## config.mk

```make
export PLATFORM = sky130hd
export DESIGN_NAME = digital_gain_agc
export DESIGN_NICKNAME = d
export VERILOG_FILES = /design/src/rtl/dg_pkg.sv /design/src/rtl/gain_lane.sv /design/src/rtl/digital_gain_agc.sv
export SDC_FILE = /design/constraint.sdc
export NUM_CORES = 2
export LEC_CHECK = 0
export CAP_MARGIN = 20
export CORE_AREA = 2 2 203 355
export DETAILED_ROUTE_END_ITERATION = 7
export DIE_AREA = 0 0 205 357
export PLACE_DENSITY = 0.85
export SYNTH_ARGS = -nofsm -noshare
export SYNTH_HDL_FRONTEND = slang
export SYNTH_HIERARCHICAL = 1
export SYNTH_SLANG_ARGS = --single-unit
```

## constraint.sdc

```tcl
create_clock -name clk -period 22.7 [get_ports clk]
set_input_delay 4.54 -clock clk [delete_from_list [all_inputs] [get_ports clk]]
set_output_delay 4.54 -clock clk [all_outputs]
set_load 0.02 [all_outputs]
```

## src/rtl/dg_pkg.sv

```systemverilog
// Shared constants and helpers for the multi-channel gain/AGC block.
// Widths here set the defaults of the top-level parameters.
package dg_pkg;

  localparam int DG_IN_W    = 48;
  localparam int DG_OUT_W   = 16;
  localparam int DG_SHIFT_W = 6;
  localparam int SMAX       = DG_IN_W - DG_OUT_W;
  localparam int LEN_W      = $clog2(DG_IN_W + 1);

  typedef struct packed {
    logic valid;
    logic first;
    logic last;
  } s1_flags_t;

  function automatic logic [LEN_W-1:0] bitlen(
    input logic [DG_IN_W-1:0] v
  );
    logic [LEN_W-1:0] n;
    n = '0;
    for (int i = 0; i < DG_IN_W; i++)
      if (v[i]) n = LEN_W'(i + 1);
    return n;
  endfunction

  function automatic logic [DG_SHIFT_W-1:0] clamp_shift(
    input logic [DG_SHIFT_W:0] v
  );
    if (int'(v) > SMAX) return DG_SHIFT_W'(SMAX);
    return v[DG_SHIFT_W-1:0];
  endfunction

endpackage

```

## src/rtl/gain_lane.sv

```systemverilog
// One lane of window select, round-half-up and saturation.
// Purely combinational; the top level registers the result.
module gain_lane
  import dg_pkg::*;
#(
  parameter int IN_W    = DG_IN_W,
  parameter int OUT_W   = DG_OUT_W,
  parameter int SHIFT_W = DG_SHIFT_W
) (
  input  logic [IN_W-1:0]    din,
  input  logic [SHIFT_W-1:0] shift,
  output logic [OUT_W-1:0]   dout,
  output logic               sat
);

  logic [IN_W-1:0] win;
  logic [IN_W-1:0] rsh;
  logic            rnd;
  logic            hi;
  logic [OUT_W:0]  sum;

  // shift down, add the bit just below the window, clip on overflow
  always_comb begin
    win  = din >> shift;
    rsh  = din >> (shift - SHIFT_W'(1));
    rnd  = (shift != '0) & rsh[0];
    hi   = |win[IN_W-1:OUT_W];
    sum  = {1'b0, win[OUT_W-1:0]}
         + {{OUT_W{1'b0}}, rnd};
    sat  = hi | sum[OUT_W];
    dout = sat ? '1 : sum[OUT_W-1:0];
  end

endmodule

```

## src/rtl/digital_gain_agc.sv

```systemverilog
// Multi-channel gain stage with frame peak tracking and AGC.
// Two-cycle data path; shift chosen at frame start.
module digital_gain_agc
  import dg_pkg::*;
#(
  parameter int NUM_CH    = 4,
  parameter int IN_W      = DG_IN_W,
  parameter int OUT_W     = DG_OUT_W,
  parameter int FRAME_LEN = 512,
  parameter int CNT_W     = $clog2(FRAME_LEN),
  parameter int SHIFT_W   = DG_SHIFT_W
) (
  input  logic                    clk,
  input  logic                    rst,
  input  logic                    en_sync_in,
  input  logic [CNT_W-1:0]        cnt_sync_in,
  input  logic [NUM_CH*IN_W-1:0]  data_in,
  input  logic                    mode,
  input  logic [SHIFT_W-1:0]      manual_shift,
  input  logic [SHIFT_W-1:0]      agc_headroom,
  output logic [NUM_CH*OUT_W-1:0] data_out,
  output logic [NUM_CH-1:0]       sat_out,
  output logic                    en_sync_out,
  output logic [CNT_W-1:0]        cnt_sync_out,
  output logic [SHIFT_W-1:0]      cur_shift,
  output logic [IN_W-1:0]         frame_max,
  output logic                    frame_max_valid,
  output logic                    frame_sat
);

  logic               accept;
  logic               start;
  logic               last;
  logic               last_ok;
  logic               in_frame;
  logic [IN_W-1:0]    cur_max;
  logic [IN_W-1:0]    acc;
  logic [IN_W-1:0]    peak_now;
  logic [SHIFT_W-1:0] active_shift;
  logic [SHIFT_W-1:0] pending_shift;
  logic               pending_valid;
  logic [SHIFT_W-1:0] new_shift;
  logic [SHIFT_W-1:0] shift_sel;

  logic [NUM_CH*IN_W-1:0] d1;
  logic [SHIFT_W-1:0]     s1;
  logic                   en1;
  logic [CNT_W-1:0]       cnt1;
  s1_flags_t              f1;

  logic [NUM_CH*OUT_W-1:0] q2;
  logic [NUM_CH-1:0]       sat2;
  logic                    any_sat;
  logic                    sticky;
  logic                    sticky_nxt;

  logic [LEN_W-1:0]   fm_len;
  logic [SHIFT_W:0]   agc_raw;

  // stage 0: frame markers, sample peak, shift choice
  always_comb begin
    accept   = en_sync_in;
    start    = accept && (cnt_sync_in == '0);
    last     = accept
            && (cnt_sync_in == CNT_W'(FRAME_LEN - 1));
    last_ok  = last && (start || in_frame);
    cur_max  = '0;
    for (int k = 0; k < NUM_CH; k++)
      if (data_in[k*IN_W +: IN_W] > cur_max)
        cur_max = data_in[k*IN_W +: IN_W];
    peak_now = (start || cur_max > acc) ? cur_max : acc;
    new_shift = active_shift;
    unique case (1'b1)
      !mode:
        new_shift = clamp_shift({1'b0, manual_shift});
      mode && pending_valid:
        new_shift = pending_shift;
      mode && !pending_valid:
        new_shift = active_shift;
    endcase
    shift_sel = start ? new_shift : active_shift;
  end

  // frame tracking: active shift, running peak, frame membership
  always_ff @(posedge clk) begin
    if (rst) begin
      active_shift <= SHIFT_W'(SMAX);
      acc          <= '0;
      in_frame     <= 1'b0;
    end else begin
      if (start) active_shift <= new_shift;
      if (accept) acc <= peak_now;
      if (last) in_frame <= 1'b0;
      else if (start) in_frame <= 1'b1;
    end
  end

  // publish the completed frame's peak one cycle after its last sample
  always_ff @(posedge clk) begin
    if (rst) begin
      frame_max       <= '0;
      frame_max_valid <= 1'b0;
    end else begin
      frame_max_valid <= last_ok;
      if (last_ok) frame_max <= peak_now;
    end
  end

  // stage 1: register data, shift and frame markers
  always_ff @(posedge clk) begin
    if (rst) begin
      d1   <= '0;
      s1   <= '0;
      en1  <= 1'b0;
      cnt1 <= '0;
      f1   <= '0;
    end else begin
      d1   <= data_in;
      s1   <= shift_sel;
      en1  <= en_sync_in;
      cnt1 <= cnt_sync_in;
      f1   <= '{valid: accept, first: start, last: last_ok};
    end
  end

  for (genvar k = 0; k < NUM_CH; k++) begin : g_lane
    gain_lane #(
      .IN_W    (IN_W),
      .OUT_W   (OUT_W),
      .SHIFT_W (SHIFT_W)
    ) u_lane (
      .din   (d1[k*IN_W +: IN_W]),
      .shift (s1),
      .dout  (q2[k*OUT_W +: OUT_W]),
      .sat   (sat2[k])
    );
  end

  // saturation collected over accepted samples of the frame
  always_comb begin
    any_sat    = |sat2;
    sticky_nxt = (f1.first ? 1'b0 : sticky) | any_sat;
  end

  // stage 2: output registers and saturation snapshot
  always_ff @(posedge clk) begin
    if (rst) begin
      data_out     <= '0;
      sat_out      <= '0;
      en_sync_out  <= 1'b0;
      cnt_sync_out <= '0;
      cur_shift    <= '0;
      sticky       <= 1'b0;
      frame_sat    <= 1'b0;
    end else begin
      data_out     <= q2;
      sat_out      <= sat2;
      en_sync_out  <= en1;
      cnt_sync_out <= cnt1;
      cur_shift    <= s1;
      if (f1.valid) begin
        sticky <= f1.last ? 1'b0 : sticky_nxt;
        if (f1.last) frame_sat <= sticky_nxt;
      end
    end
  end

  // shift needed to fit the last peak, plus headroom
  always_comb begin
    fm_len  = bitlen(frame_max);
    agc_raw = (SHIFT_W+1)'(agc_headroom);
    if (fm_len > LEN_W'(OUT_W))
      agc_raw = agc_raw
              + (SHIFT_W+1)'(fm_len - LEN_W'(OUT_W));
  end

  // latch the AGC proposal the cycle after a new peak appears
  always_ff @(posedge clk) begin
    if (rst) begin
      pending_shift <= '0;
      pending_valid <= 1'b0;
    end else if (frame_max_valid) begin
      pending_shift <= clamp_shift(agc_raw);
      pending_valid <= 1'b1;
    end
  end

endmodule

```

==> impl_metrics.toml <==
[synthesis]
yosys_warning_total = 6
yosysSeqAreaShare_pct = 21.0
synth_enable_flop_cells = 0
post_synth_num_cell_types = 120
synth_ff_type = "dfxtp_1"
syn_area_per_cell_um2 = 8.97
synth.net_count = 4704
async_flop_share_pct = 0
post_synthesis_register_bit_count = 401
netlist_area_mm2 = 0.0383
netlist_instances = 4269

[run_status]
run_status = "finished clean"

[worst_hold_path]
min-delay-start = "cnt1[0]"
timing.hold.worst.class = "flop to flop"
hold_path_depth = 1
min_delay_worst_endpoint = "cnt_sync_out[0]"

[clocking]
number_of_cts_inserted_buffers = 39
cts.clk_slew.worst_paths_ns = 0.07
ctsResizeCount = 0
cts_post_setup_buffers_inserted = 0
cts_hold_buf = 0
cts_tree = "yes"
root_buffer = "clkbuf_16"
cts.sinks = 401
clock_tree.htree_level_count = 2
clk-insertion-delay-late_ns = 0.64
cts-root-to-sink-buffers = 3

[critical_path]
slowest_stage = "o21ai_1"
cp.arrival_ns = 20.70
critical_path.reg2reg.endpoint = "sticky"
crit-reg2reg-launch = "active_shift[1]"
cp.required_ns = 23.24
cpLargestDelayFamily = "simple AND/OR/NAND/NOR gates"
worstPathMaxFanout = 51
critical_path_sink_type = "flop"
timing.critical_path.from_type = "primary input"
timing.reg2reg.setup_slack_ns = 14.87
timing.setup.critical_path_class = "primary input to flop"
timing.critical_path.slowest_cell_delay_ns = 0.97
worst-r2r-cell-count = 20
worst-path-buf-inv = 8

[placed_design]
port_buffers = 350
number_of_placed_instances_taps_included = 5314
place.detailed.hpwl_um = 129000
gp_congestion = 1.11

[detailed_routing]
dr.first_iter.drc_count = 4930
ant_nets = 0
detail_route.wirelength_um = 168000
route.detailed.vias_per_inst = 7.06
detail_route.drc_violations = 0
route.detailed.wl_per_inst_um = 31.0
drt_pass1_iterations = 8
dr_total_vias = 38100

[timing]
max_slew_violation_count = 0
setup_viol = 0
post_route_minimum_period_ns = 20.16
grt_setup_unrepaired = "false"
worst-slew-pin-transition_ns = 1.26
maxClockFrequency_ghz = 0.0496
finClkSkew_ns = 0.0441
maxSlewHeadroom_pct = 14.9
finalCritPeriodShare_pct = 88.8
hold_violations = 0
totalNegativeSetupSlack_ns = 0

[grt]
grt_first_pass_wirelength_um = 243000
grt_use_total_pct = 45.0
grt_start_max_net_pins = 162
antenna_found_initial = 11
grt_pass1_vias = 36700
globalRoute.totalOverflow = 0

[layout]
layout-area-overhead-vs-synth_pct = 13.0
layout.nets = 4879
register_area_mm2 = 0.00805
layout.filler_cells = 6096
post_route_cells_drive_above_1_share_pct = 14.3
post_layout_nonfiller_instances = 5399
multi_input_logic_area_mm2 = 0.0276

[power]
vdd.ir_drop.worst_uv = 51.9
power_density_mw_per_mm2 = 57.9
leakage_nw = 16.3

[floorplan]
die_width_um = 205
initial_utilization_pct = 54.4
floorplan.rows = 129
placeableCoreArea_mm2 = 0.0704
floorplan.io_pins = 351
die_height_um = 357
fp.dieArea_mm2 = 0.0732

[job]
max_cap_viol_count = 0
-- stage by stage --
step	instance area, µm²	hold slack, ns	total power [W]	util (%)	worst slack, ns
floorplan	38300	0.414	0.00141	-	7.42
global route	43200	0.453	0.00260	61.4	2.02
global placement	41800	0.415	0.00175	59.4	2.52
finish	43300	0.442	0.00250	61.5	2.54
CTS	43200	0.443	0.00246	61.4	3.42
detailed placement	41800	0.431	0.00176	59.4	2.87
-- area by class of cell --
class,count,share of cell area (%)
antenna,7,0.0405
clock buffer,54,2.60
clock inverter,18,0.538
inverter,252,2.19
multi-input combinational,3322,63.8
sequential,401,18.6
tap,917,2.65
timing repair buffer,428,9.59
-- metal layers --
metal  global-route usage, %  vias to the layer above  share of wire [%]
met5                   0.331                        -              0.062
met4                    39.9                       14                 11
met3                    13.3                      836                 12
met2                    71.2                     2845                 45
met1                    48.6                    18000                 33
li1                        -                    16400                  -
-- cell families (layout without fill, tap and decap cells) --
group	Yosys count	count (layout)	share of synthesized area, %
simple gates	1405	1405	19.8
compound gates	940	940	17.5
mux	720	720	26.6
buf+inv	546	752	7.12
flops	401	401	21.0
fa+ha+maj	218	218	7.14
xor+xnor	39	39	0.892
other cells	0	7	0
-- registers in the layout (all words and copies together), names as in the netlist --
signal         flops
active_shift       6
s1                 1
cnt1               9
cur_shift          6
d1               192
data_out          64
in_frame           1
pending_valid      1
acc               48
sat_out            4
frame_max         48
cnt_sync_out       9
frame_sat          1
f1                 3
pending_shift      6
en_sync_out        1
sticky             1
-- synth_stat cells, types with 31 or more instances --
cell | instances | area [µm²]
dfxtp_1 | 401 | 8030
mux2_2 | 156 | 1760
mux4_2 | 215 | 4840
a21o_1 | 42 | 315
ha_1 | 217 | 2720
a211oi_1 | 116 | 871
or3_1 | 56 | 350
o211ai_1 | 50 | 375
a21oi_1 | 148 | 741
o22ai_1 | 41 | 257
buf_6 | 32 | 360
and3_1 | 31 | 194
nand4_1 | 47 | 294
inv_1 | 240 | 901
nor3_1 | 83 | 415
a31oi_1 | 35 | 219
nand2_1 | 250 | 938
o21ai_0 | 166 | 831
mux2i_1 | 339 | 3390
nor2b_1 | 290 | 1810
nand3_1 | 69 | 345
nor2_1 | 325 | 1220
buf_2 | 71 | 355
clkbuf_1 | 132 | 495
nand2b_1 | 38 | 238
-- cell usage in the layout (no fill, tap or decap), types with 18 or more instances in the layout --
cell	n
o21a_1	25
nor3_1	82
nor2b_1	289
a31oi_1	35
ha_1	217
nor4_1	30
nand2b_1	38
a21oi_1	147
inv_1	240
nand4_1	47
mux2_2	156
xnor2_1	23
buf_4	66
nor3b_1	23
dfxtp_1	395
o22ai_1	41
mux4_2	215
clkbuf_16	40
o211ai_1	50
a21o_1	42
clkdlybuf4s50_1	349
or2_2	29
or3_1	56
o31ai_1	21
mux2i_1	339
nor2_1	323
and2_1	21
nand2_1	249
a22oi_1	18
nand3_1	69
a211oi_1	116
and3_1	31
o21ai_0	161
-- power by group --
part / internal, W / switching, W
clock: 0.000389 / 0.000320
sequential: 0.000767 / 0.0000675
combinational: 0.000387 / 0.000573
total: 0.00154 / 0.000961
-- worst max path at each step --
stage | from | to | slack (ns) | cells past startpoint
after floorplan | data_in[5] | acc[25] | 7.42 | 54
after global placement | data_in[11] | acc[14] | 2.52 | 48
after detailed placement | data_in[11] | acc[21] | 2.87 | 48
after CTS | data_in[11] | acc[14] | 3.42 | 48
after global routing | data_in[11] | acc[18] | 2.02 | 49
final | data_in[11] | acc[14] | 2.54 | 48
No activity file was read; power rests on OpenSTA's default activity.
